**config.mk**
```make
export PLATFORM = sky130hd
export DESIGN_NAME = pool_arbiter
export DESIGN_NICKNAME = d
export VERILOG_FILES = /design/src/rtl/cnn_pkg.sv /design/src/rtl/pool_arbiter_rr_picker.sv /design/src/rtl/pool_arbiter.sv
export SDC_FILE = /design/constraint.sdc
export NUM_CORES = 1
export LEC_CHECK = 0
export ABC_AREA = 1
export CORE_UTILIZATION = 48
export DETAILED_ROUTE_END_ITERATION = 16
export PLACE_DENSITY = 0.85
export RECOVER_POWER = 100
export SYNTH_ARGS = -nofsm -noshare
export SYNTH_HDL_FRONTEND = slang
export SYNTH_SLANG_ARGS = --single-unit
```
**constraint.sdc**
```tcl
create_clock -name clk -period 1.93 [get_ports clk]
set_input_delay 0.2895 -clock clk [delete_from_list [all_inputs] [get_ports clk]]
set_output_delay 0.2895 -clock clk [all_outputs]
set_load 0.02 [all_outputs]
```
**src/rtl/cnn_pkg.sv**
```systemverilog
// rtl/cnn_pkg.sv - shared types and defaults for the pooling-engine arbiter
//
// Contents:
//   DEF_N_REQ       default number of requesters sharing the pooling engine
//   DEF_TIMEOUT_CYC default engine watchdog limit in clk cycles
//   arb_state_e     arbiter state encoding (IDLE, START, BUSY, RELEASE)

package cnn_pkg;

  localparam int DEF_N_REQ       = 4;
  localparam int DEF_TIMEOUT_CYC = 64;

  typedef enum logic [1:0] {
    ST_IDLE    = 2'd0,
    ST_START   = 2'd1,
    ST_BUSY    = 2'd2,
    ST_RELEASE = 2'd3
  } arb_state_e;

endpackage

```
**src/rtl/pool_arbiter_rr_picker.sv**
```systemverilog
// rtl/pool_arbiter_rr_picker.sv - combinational round-robin picker (module rr_picker)
//
// Ports:
//   req    in  N_REQ          request vector
//   rr_ptr in  $clog2(N_REQ)  index searched first; search rotates upward and wraps
//   grant  out N_REQ          one-hot winner, zero when no request
//   idx    out $clog2(N_REQ)  binary index of the winner
//   valid  out 1              at least one request present

module rr_picker #(
  parameter int N_REQ = cnn_pkg::DEF_N_REQ
) (
  input  logic [N_REQ-1:0]         req,
  input  logic [$clog2(N_REQ)-1:0] rr_ptr,
  output logic [N_REQ-1:0]         grant,
  output logic [$clog2(N_REQ)-1:0] idx,
  output logic                     valid
);

  localparam int IDX_W = $clog2(N_REQ);

  always_comb begin
    int                 cand;
    logic [IDX_W-1:0]   cand_idx;
    grant    = '0;
    idx      = '0;
    valid    = 1'b0;
    cand     = 0;
    cand_idx = '0;
    // Walk N_REQ candidates starting at rr_ptr; the first hit wins.
    // The wrap is done in int arithmetic so non-power-of-two N_REQ works.
    for (int i = 0; i < N_REQ; i++) begin
      cand = int'(rr_ptr) + i;
      if (cand >= N_REQ) begin
        cand = cand - N_REQ;
      end
      cand_idx = IDX_W'(cand);
      if (!valid && req[cand_idx]) begin
        valid           = 1'b1;
        idx             = cand_idx;
        grant[cand_idx] = 1'b1;
      end
    end
  end

endmodule

```
**src/rtl/pool_arbiter.sv**
```systemverilog
// rtl/pool_arbiter.sv - round-robin arbiter granting one pooling engine to N_REQ cores
//
// Ports:
//   clk         in  1              clock, rising edge
//   rst         in  1              synchronous active-high reset
//   req         in  N_REQ          level requests, held until the matching done_o
//   grant       out N_REQ          one-hot engine ownership, zero when idle
//   sel         out $clog2(N_REQ)  binary index of the owner (input/output-map mux)
//   eng_start   out 1              one-cycle engine start pulse
//   eng_done    in  1              engine completion pulse
//   done_o      out N_REQ          one-cycle completion pulse to the owner
//   timeout_err out 1              one-cycle watchdog-abort pulse
//
// Build option: define POOL_ARB_TIMEOUT_EN to build the BUSY watchdog
// (limit TIMEOUT_CYC). Without it timeout_err is tied low and BUSY waits
// for eng_done indefinitely.

module pool_arbiter
  import cnn_pkg::*;
#(
  parameter int N_REQ       = DEF_N_REQ,
  parameter int TIMEOUT_CYC = DEF_TIMEOUT_CYC
) (
  input  logic                     clk,
  input  logic                     rst,
  input  logic [N_REQ-1:0]         req,
  output logic [N_REQ-1:0]         grant,
  output logic [$clog2(N_REQ)-1:0] sel,
  output logic                     eng_start,
  input  logic                     eng_done,
  output logic [N_REQ-1:0]         done_o,
  output logic                     timeout_err
);

  localparam int               SEL_W    = $clog2(N_REQ);
  localparam int               WD_W     = $clog2(TIMEOUT_CYC + 1);
  localparam logic [SEL_W-1:0] LAST_IDX = SEL_W'(N_REQ - 1);

  arb_state_e       state, state_d;
  logic [N_REQ-1:0] grant_d;
  logic [N_REQ-1:0] done_d;
  logic [SEL_W-1:0] sel_d;
  logic [SEL_W-1:0] rr_ptr, rr_ptr_d;
  logic             eng_start_d;

  logic [N_REQ-1:0] pick_grant;
  logic [SEL_W-1:0] pick_idx;
  logic             pick_valid;

  rr_picker #(
    .N_REQ (N_REQ)
  ) u_picker (
    .req    (req),
    .rr_ptr (rr_ptr),
    .grant  (pick_grant),
    .idx    (pick_idx),
    .valid  (pick_valid)
  );

`ifdef POOL_ARB_TIMEOUT_EN
  localparam logic [WD_W-1:0] WD_LIMIT = WD_W'(TIMEOUT_CYC);

  logic [WD_W-1:0] wd_cnt, wd_cnt_d;
  logic            timeout_q, timeout_d;

  assign timeout_err = timeout_q;
`else
  // Keeps TIMEOUT_CYC referenced in builds without the watchdog.
  logic [WD_W-1:0] wd_limit_unused;

  assign wd_limit_unused = WD_W'(TIMEOUT_CYC);
  assign timeout_err     = 1'b0;
`endif

  // All outputs are registered: grant/sel appear the cycle after IDLE
  // arbitrates, eng_start the cycle after START, done_o the cycle after
  // eng_done is seen in BUSY (that cycle is RELEASE).
  always_comb begin
    state_d     = state;
    grant_d     = grant;
    sel_d       = sel;
    rr_ptr_d    = rr_ptr;
    eng_start_d = 1'b0;
    done_d      = '0;
`ifdef POOL_ARB_TIMEOUT_EN
    wd_cnt_d    = wd_cnt;
    timeout_d   = 1'b0;
`endif

    unique case (state)
      ST_IDLE: begin
        if (pick_valid) begin
          grant_d = pick_grant;
          sel_d   = pick_idx;
          state_d = ST_START;
        end else begin
          grant_d = '0;
        end
      end

      ST_START: begin
        eng_start_d = 1'b1;
        state_d     = ST_BUSY;
`ifdef POOL_ARB_TIMEOUT_EN
        wd_cnt_d    = '0;
`endif
      end

      ST_BUSY: begin
`ifdef POOL_ARB_TIMEOUT_EN
        wd_cnt_d = wd_cnt + 1'b1;
`endif
        // eng_done is tested first so a completion in the limit cycle wins.
        if (eng_done) begin
          done_d  = grant;
          state_d = ST_RELEASE;
        end
`ifdef POOL_ARB_TIMEOUT_EN
        else if (wd_cnt == WD_LIMIT) begin
          done_d    = grant;
          timeout_d = 1'b1;
          state_d   = ST_RELEASE;
        end
`endif
      end

      ST_RELEASE: begin
        grant_d  = '0;
        rr_ptr_d = (sel == LAST_IDX) ? '0 : sel + 1'b1;
        state_d  = ST_IDLE;
      end

      default: begin
        grant_d = '0;
        state_d = ST_IDLE;
      end
    endcase
  end

  always_ff @(posedge clk) begin
    if (rst) begin
      state     <= ST_IDLE;
      grant     <= '0;
      sel       <= '0;
      rr_ptr    <= '0;
      eng_start <= 1'b0;
      done_o    <= '0;
`ifdef POOL_ARB_TIMEOUT_EN
      wd_cnt    <= '0;
      timeout_q <= 1'b0;
`endif
    end else begin
      state     <= state_d;
      grant     <= grant_d;
      sel       <= sel_d;
      rr_ptr    <= rr_ptr_d;
      eng_start <= eng_start_d;
      done_o    <= done_d;
`ifdef POOL_ARB_TIMEOUT_EN
      wd_cnt    <= wd_cnt_d;
      timeout_q <= timeout_d;
`endif
    end
  end

endmodule

```
==> impl_results.md, run 1 <==
* Syn Area/Cell at between 7 and 8 sq um
* Yosys warning total at 0
* # clock sinks at 15
* WP buf/inv at 3
* Antenna Cells at 0
* Worst path slowest cell: dfxtp_2
* Initial core utilization at 52.8%
* Final setup fails at 0
* Top cell type's share of synthesized area at 25.0%
* Unrepaired setup endpoints after global routing: false
* Startpoint of the worst hold path: grant[0]$_SDFFE_PP0P_
* Syn_nets at approximately 180
* Area leader, netlist: dfxtp_1
* Distinct cells, synth at 28
* Fin nets at about 200
* Clk_lat worst skew at 0.29 ns
* Sequential-to-total area share from yosys stat at around a quarter
* Die span in x at approximately 52 um
* Die Area at approximately 2700 sq um
* Dominant cells by area after synthesis: dfxtp_1 (25%), ha_1 (14%), nand2_1 (10%)
* Worst path most repeated cell: nand2_2
* Max Clk Rate at roughly 560 MHz
* Die Span Y at about 52 um
* CP delay by family, top: simple AND/OR/NAND/NOR gates
* Postcts setup bufs at 0
* Worst Setup SP: rr_ptr[0]$_SDFFE_PP0N_
* Overflow left after global routing at 0
* Register area at 302 sq um
* Tot GR Track Use at between 20% and 30%
* Yosys reg bits at 15
* Ports at 19
* DR WL/cell at 11.6 um
* CORE AREA at between 2000 and 2500 sq um
* Cell chain of the critical path: inv_8 > ha_1 > inv_2 > nand3_1 > nand2_2 > nand2_2 > nor2_8 > nand2_2 > nand2_2 > inv_2 > nand2_1 > a21oi_2
* Final HPWL DP at approximately 2.0 mm
* Largest net degree at the start of global routing at 13
* Layout cells sized above 1 at between 20 and 25%
* Worst Setup End Kind: register
* Synthesized cell area at roughly 1200 sq um
* Filler cells at about 200
* Fin. Hold Viols at 0
* Critical path class: register to register
* Initial antenna violation count at 0
* Via count of the first global-routing pass at between 1,000 and 1,500
* DR vias at ~1,100
* Class of the worst hold path: register to register
* Total CTS buffers at 3
* Skew final at approximately 0.0038 ns
* Peak VDD IR at 718 uV
* Residual DRC count at 0
* Max-cap violations at 0
* Top fanout value on the critical path at 8
* DR iter-0 viols at 34
* Leak Pwr at slightly below 0.0007 uW
* Setup TNS at 0 ns
* Synthesis-to-finish area growth at 20.0%
* CTS root buf: clkbuf_4
* Final core occ at ~63%
* Reg2Reg Launch Point: rr_ptr[0]$_SDFFE_PP0N_
* CP required at roughly 2.1 ns
* Tcrit/Tclk final at 92.6%
* CP Launch Type: register
* Slowest stage delay, CP at 0.40 ns
* Rows at 17
* PwrDens at 1110 nW/um^2
* Critical Path AT at roughly 2.0 ns
* CTS tree: done
* Detailed-route wire length at approximately 2.4 mm
* Min cycle time layout at about 1.8 ns
* I/O Buffers at 17
* Global-route wire length before repair at around 4.2 mm
* Pre-antenna DRT Iters at 4
* Clock buffer depth at 2
* Multi-input logic area at about 780 sq um
* Pins Over Slew Limit at 0
* Vias/cell at between 5 and 6
* Routed Antenna Nets at 0
* Outcome: completed
* Cell count after synthesis at about 160
* Placer Congestion at just over 0.9
* H-tree Lvls at 1
* Clock transition at path regs at 0.09 ns
-- through the flow --
| step | hold slack, ns | area [sq um] | std cells | total power (uW) | worst slack [ns] |
|---|---|---|---|---|---|
| after floorplan | 0.481 | 1200 | 161 | 1190 | 0.117 |
| after global routing | 0.474 | 1440 | 211 | 1740 | 0.0140 |
| after detailed placement | 0.445 | 1410 | 207 | 1440 | 0.0586 |
| after global placement | 0.437 | 1410 | 207 | 1400 | 0.176 |
| after CTS | 0.457 | 1440 | 211 | 1630 | 0.0214 |
| final | 0.447 | 1440 | 211 | 1600 | 0.143 |
-- tightest hold or removal path, cell delays in order (launching register included) --
cell and delay, ns:
dfxtp_1 0.33, inv_1 0.05, nor2_1 0.04
-- cell usage in the layout, fill, tap and decap left out, types with 3 or more instances in the layout --
| cell | Yosys | routed |
|---|---|---|
| dfxtp_1 | 15 | 14 |
| clkdlybuf4s50_1 | 0 | 6 |
| nor2_1 | 13 | 13 |
| nand2_2 | 9 | 10 |
| a21oi_2 | 5 | 5 |
| nand2_1 | 33 | 33 |
| inv_2 | 4 | 4 |
| nand4_1 | 4 | 4 |
| buf_4 | 1 | 4 |
| a21boi_0 | 4 | 4 |
| nand2_4 | 5 | 4 |
| ha_1 | 13 | 13 |
| inv_1 | 16 | 16 |
| a21oi_1 | 8 | 8 |
| nand3_1 | 15 | 15 |
| dlygate4sd3_1 | 0 | 11 |
| clkbuf_4 | 0 | 3 |
-- final cells by class --
type | instances | share of cell area (%)
multi-input cells | 120 | 54.1
flip-flops and latches | 15 | 20.9
inverters | 23 | 6.86
well taps | 28 | 2.43
clock buffers | 4 | 1.82
repair buffers | 21 | 13.9
-- metal layers --
layer,vias to the layer above,wire length (um),part of all wire (%),global-route usage (%)
met5,-,0,0,0
met3,4,118,4.8,6.43
li1,556,-,-,-
met4,0,17,0.70,7.21
met2,34,1250,51,37.4
met1,486,1070,44,22.6
-- cells by family (layout without fill, tap and decap cells) --
kind of cell | after synthesis | after routing | synth area share, %
other | 1 | 1 | 0.312
buffers and inverters | 26 | 48 | 10.1
AOI/OAI and AO/OA | 21 | 21 | 12.7
adders and majority gates | 13 | 13 | 13.5
DFF | 15 | 15 | 25.0
and+or+nand+nor | 85 | 85 | 38.3
-- final timing paths --
kind / endpoint / slack [ns] / cells after the start
worst max-delay path: grant[0]$_SDFFE_PP0P_ / 0.14 / 12
worst min-delay path: done_o[0]$_SDFF_PP0_ / 0.45 / 2
worst max register to register: grant[0]$_SDFFE_PP0P_ / 0.14 / 12
worst min register to register: done_o[0]$_SDFF_PP0_ / 0.45 / 2
-- power by group --
part           switching (uW)  internal (uW)  leakage (uW)
clock network             102           80.4     0.0000150
logic                     619            361      0.000557
registers                56.6            383      0.000123
-- cells in the mapped netlist --
cell      count
nand2_1      33
inv_1        16
dfxtp_1      15
nand3_1      15
ha_1         13
nor2_1       13
nand2_2       9
a21oi_1       8
a21oi_2       5
nand2_4       5
a21boi_0      4
inv_2         4
nand4_1       4
inv_4         2
nand3_2       2
buf_4         1
buf_6         1
clkbuf_1      1
conb_1        1
inv_8         1
nand3_4       1
nor2_2        1
nor2_4        1
nor2_8        1
o211a_1       1
o211ai_1      1
o21ai_0       1
o21ai_4       1
-- timing repair --
item | 4_1_cts | 5_1_grt
endpoints found under the setup margin | 0 | 7
hold buffers | 0 | 0
gates resized for setup | 0 | 2
hold endpoints to repair | 0 | 0
-- flip-flops by register name (all words and copies together) (netlist names) --
register and count:
done_o 4, state 2, rr_ptr 2, eng_start 1
sel 2, grant 4
Note: power is estimated with default switching activity, not from simulation.
==> inputs of run 2 (changes only) <==
Settings changed: ABC_AREA 1 to default, CORE_UTILIZATION 48 to 47, PLACE_DENSITY 0.85 to 0.72.
==> run 2 against run 1 <==
Against the previous run:
- the flow now finishes with violations (negative setup slack)
- flip-flop and latch count stayed put
- non-clock buffer count is 26 higher
- utilization is 7.6 points higher
- sequential power is 1% higher
- cell count is 5.2% lower
- first-iteration DRC count is 53% lower
- wire length is 20% higher
- largest power group unchanged
==> impl_results.md, run 2 <==
* Largest net degree at the start of global routing at 16
* Clk_lat worst skew at between 0.2 and 0.3 ns
* I/O Buffers at 17
* CORE AREA at about 2300 sq um
* Placer Congestion at about 0.9
* Asr flop ratio synth at 0%
* # clock sinks at 15
* CTS tree: done
* Fin. Hold Viols at 0
* Skew final at 0.00625 ns
* PwrDens at between 1000 and 1500 nW/um^2
* Die Area at ~2700 sq um
* Initial antenna violation count at 0
* Critical Path AT at around 2.3 ns
* Overall power at between 1500 and 2000 uW
* Setup WS pre-CTS at -0.355 ns
* Largest regs: done_o x4, grant x4
* Critical path class: register to register
* Detailed-route wire length at 2.94 mm
* Unrepaired setup endpoints after global routing: true
* Rows at 17
* Routed Antenna Nets at 0
* Synth Flop Type: dfxtp_1
* Synthesis-to-finish area growth at 39.2%
* DR WL/cell at about 15 um
* Leak Pwr at between 0.0006 and 0.0007 uW
* Synthesized cell area at between 1000 and 1500 sq um
* Initial core utilization at 51.0%
* Hold Buf Count CTS at 0
* Fin nets at approximately 190
* Syn Area/Cell at around 9 sq um
* Final setup fails at 6
* Hold Slack at between 0.4 and 0.5 ns
* Final HPWL DP at about 2.2 mm
* Peak VDD IR at ~640 uV
* Overflow left after global routing at 0
* Global-route wire length before repair at 4.97 mm
* Distinct cells, synth at between 40 and 50
* Worst Setup End Kind: register
* Min cycle time layout at around 2.1 ns
* Tcrit/Tclk final at 108%
* Yosys warning total at 0
* CP Launch Type: register
* Max-cap violations at 0
* Clock buffer depth at 2
* Area leader, netlist: dfxtp_1
* Tot GR Track Use at between 20 and 25%
* Via count of the first global-routing pass at 1,118
* Layout cells sized above 1 at 27.3%
* DR iter-0 viols at 16
* Most instantiated cells after synthesis: dfxtp_1 (15), nor2_1 (15), ha_1 (13)
* Die Span Y at 51.7 um
* Total CTS buffers at 3
* Dominant cells by area after synthesis: dfxtp_1 (26%), ha_1 (14%), mux4_2 (5.8%)
* Top cell type's share of synthesized area at 25.9%
* Class of the worst hold path: register to register
* Register-to-Register Path Depth at 6
* Commonest non-fill, non-tap cell in the layout: buf_4
* CTS root buf: clkbuf_4
* Final setup margin at -0.160 ns
* Clock transition at path regs at around 0.090 ns
* Vias/cell at around 5.6
* Sequential-to-total area share from yosys stat at 25.9%
* Antenna Cells at 0
* DR vias at about 1,100
* Pre-antenna DRT Iters at 4
* Yosys reg bits at 15
* Syn_nets at 150
* H-tree Lvls at 1
* Max Clk Rate at 478 MHz
* Outcome: finished, violations left
* Pins Over Slew Limit at 0
* EDFF count, synth at 0
* Failing checks: negative setup slack
* Setup TNS at -0.633 ns
* CP required at 2.16 ns
* Residual DRC count at 0
* Ports at 19
* Worst Hold Depth at 1
* Die span in x at roughly 52 um
* Top fanout value on the critical path at 7
* Cell count after synthesis at 130
* Most frequent cells in the layout: buf_4 (24), nor2_1 (14), dfxtp_1 (13), ha_1 (12), dlygate4sd3_1 (12)
run 2: cell count changes after synthesis, sizes merged, moves of 4 or more:
cell    previous run  this run
a221o              0         5
mux4               0         4
buf                2         7
and2               0         6
nand2             47         7
inv               23         7
nor2b              0         4
a21boi             4         0
nand3             18         0
mux2i              0         4
a21oi             13         9
run 2: what timing repair did:
item	CTS	global route
resized for setup	10	4
pin swaps	2	1
setup endpoints to repair	5	6
setup buffers	2	1
run 2: layout make-up:
| type | instances | area, sq um |
|---|---|---|
| Multi-Input combinational cell | 99 | 827 |
| Timing Repair Buffer | 47 | 392 |
| Tap cell | 28 | 35.0 |
| Sequential cell | 15 | 305 |
| Clock buffer | 4 | 26.3 |
| Inverter | 7 | 28.8 |
| Fill cell | 181 | 662 |
run 2: routing by layer:
layer  vias to the layer above  wire length [um]  GRT usage (%)
li1                        559                 -              -
met1                       527              1320           28.3
met2                        21              1540           47.8
met3                         4                47          0.877
met4                         0                38           10.4
met5                         -                 0              0
run 2: path summary, 6_finish.rpt:
kind	start	to	slack, ns
max	rr_ptr[0]$_SDFFE_PP0N_	grant[2]$_SDFFE_PP0P_	-0.16
min	grant[0]$_SDFFE_PP0P_	done_o[0]$_SDFF_PP0_	0.49
max reg2reg	rr_ptr[0]$_SDFFE_PP0N_	grant[2]$_SDFFE_PP0P_	-0.16
min reg2reg	grant[0]$_SDFFE_PP0P_	done_o[0]$_SDFF_PP0_	0.49
run 2: worst max-delay path: stages, from the launching register on:
cell	delay [ns]
dfxtp_4	0.37
inv_4	0.04
ha_4	0.27
mux4_2	0.58
or3b_1	0.40
a221oi_2	0.24
a221o_1	0.14
run 2: cell families after synthesis:
family                   after synthesis  synth area share [%]
multiplexers                           9                  12.5
flip-flops                            15                  25.9
adder cells (fa/ha/maj)               13                  14.0
buffers and inverters                 16                  7.12
AND/OR/NAND/NOR                       45                  20.5
other                                  1                 0.323
AO/OA/AOI/OAI                         31                  19.6
run 2: report_power, final:
group          total (uW)  leakage [uW]  internal, uW  switching, uW
Combinational        1030      0.000544           502            530
Clock                 180     0.0000150          80.2           99.4
Sequential            444      0.000124           392           51.5
Total                1660      0.000683           975            681
run 2: through the flow:
| step | utilization (%) | cells | instance area [sq um] |
|---|---|---|---|
| 3_5_place_dp | 67.2 | 193 | 1530 |
| 4_1_cts | 70.3 | 199 | 1600 |
| 2_1_floorplan | - | 130 | 1180 |
| 6_report | 70.9 | 200 | 1610 |
| 5_1_grt | 70.9 | 200 | 1610 |
| 3_3_place_gp | 67.2 | 193 | 1530 |
==> variant: new RTL, config.mk and constraints of run 1 <==
Set the package constant `DEF_N_REQ` to 8 (it was 4).
--- a/src/rtl/cnn_pkg.sv
+++ b/src/rtl/cnn_pkg.sv
@@ -7,7 +7,7 @@
 
 package cnn_pkg;
 
-  localparam int DEF_N_REQ       = 4;
+  localparam int DEF_N_REQ       = 8;
   localparam int DEF_TIMEOUT_CYC = 64;
 
   typedef enum logic [1:0] {
Ports: changed (resized done_o, grant, req and sel); port bits go from 19 to 32. The function was not compared with the original's and may differ.
==> variant against run 1 <==
The run now ends with negative setup slack left; routed wire length increased to 3.1 times the old value; sequential power increased by 66%; area after synthesis increased by 100%; cell area increased by 140%; sequential cell count increased by 10; worst setup slack got worse by 450 ps; core utilization increased by 8.3 points; die area increased by 97%; combinational power increased to 3.8 times the old value; count of clock-buffer cells in the layout decreased by 1; total power increased to 3.0 times the old value; largest cell class unchanged; largest power group unchanged.
==> variant: results (changes against run 1) <==
[status]
status = complete, but fails checks
violations = negative setup slack

[detailed_routing]
vias = 3039  ; +180%
first_iter_violations = 342  ; +910%
wirelength_microns = 7690  ; +210%

[finish]
fill_cells = 401  ; +100%
seq_area_share_pct = 14.8  ; -6.2 points
top_regs = done_o x8, grant x8
final-nonclk-buf-share_pct = 24.0  ; +10 points
multi_input_area_share_pct = 51.5  ; -2.6 points
buffers = 91  ; +330%
clock_cell_area_share_pct = 1.42  ; -0.40 points
num-multi-input-gates = 320  ; +170%
drive_gt1_share_pct = 24.6  ; +2.2 points
nets = 516  ; +150%
nonClockInverterCount = 51  ; +120%
fin_cells = 558  ; +160%

[placement]
gp_congestion = 0.939  ; +1.7%
dpl_cell_area_sq_mm = 0.00320  ; +130%
placed_cells = 545  ; +160%
pre_cts_ws_ps = -325  ; -384 ps
portBuffers = 30  ; +13
dp_hpwl_microns = 5670  ; +190%

[timing]
layout_setup_ws_ps = -311  ; -454 ps
setup_viol = 13  ; +13
tns_ps = -2370  ; -2370 ps
holdWs_ps = 444  ; -3.70 ps
clock-skew-final_ps = 3.67  ; -0.175 ps

[global_route]
grt_max_degree = 16  ; +3
grt_pass1_wl_microns = 12200  ; +190%
grt_pass1_vias = 2794  ; +170%

[worst_setup_path]
critical_path.endpoint = sel[0]

[power]
switching_share_pct = 51.5  ; +3.0 points
ir_drop_mv = 1.05  ; +46%
p_leak_nw = 1.65  ; +140%
seq_power_share_pct = 15.3  ; -12 points

[worst_hold_path]
hp-start = grant[1]
min_to = done_o[1]

[logic_synthesis]
syn_nets = 438  ; +140%
netlist_instances = 414  ; +160%
synth_compound_area_share_pct = 5.57  ; -7.1 points
ys_ff_latch = 25  ; +10
ys_seq_area_share_pct = 20.6  ; -4.4 points
synthTopCellsByArea = dfxtp_1 (21%), nand3_1 (17%), nand2_1 (15%), nor2_1 (9.6%), ha_1 (6.7%)
synthAdderAreaFrac_pct = 6.71  ; -6.8 points

[clock_network]
worstSkewPairLatency_ps = 270  ; -20 ps

-- variant: power by group through the flow --
stage | Sequential [mW] | Combinational [mW] | Clock (mW)
finish | 0.727 | 3.70 | 0.320
global route | 0.742 | 3.99 | 0.347
CTS | 0.727 | 3.51 | 0.324
detailed placement | 0.735 | 3.32 | 0
global placement | 0.731 | 3.23 | 0
floorplan | 0.815 | 1.96 | 0
-- variant: metal layers --
layer	GRT usage, %	part of all wire, %	wire length [microns]	up-vias
met2	51.2	50	3820	117
met1	36.9	42	3200	1402
met3	4.14	5.5	420	30
met4	10.7	3.1	240	0
met5	0	0	0	-
li1	-	-	-	1490
-- variant: repair_timing --
item	CTS	global route
gates resized for setup	15	14
hold endpoints to repair	0	0
setup buffers	6	2
cloned	1	0
pin swaps	4	10
endpoints found under the setup margin	13	13
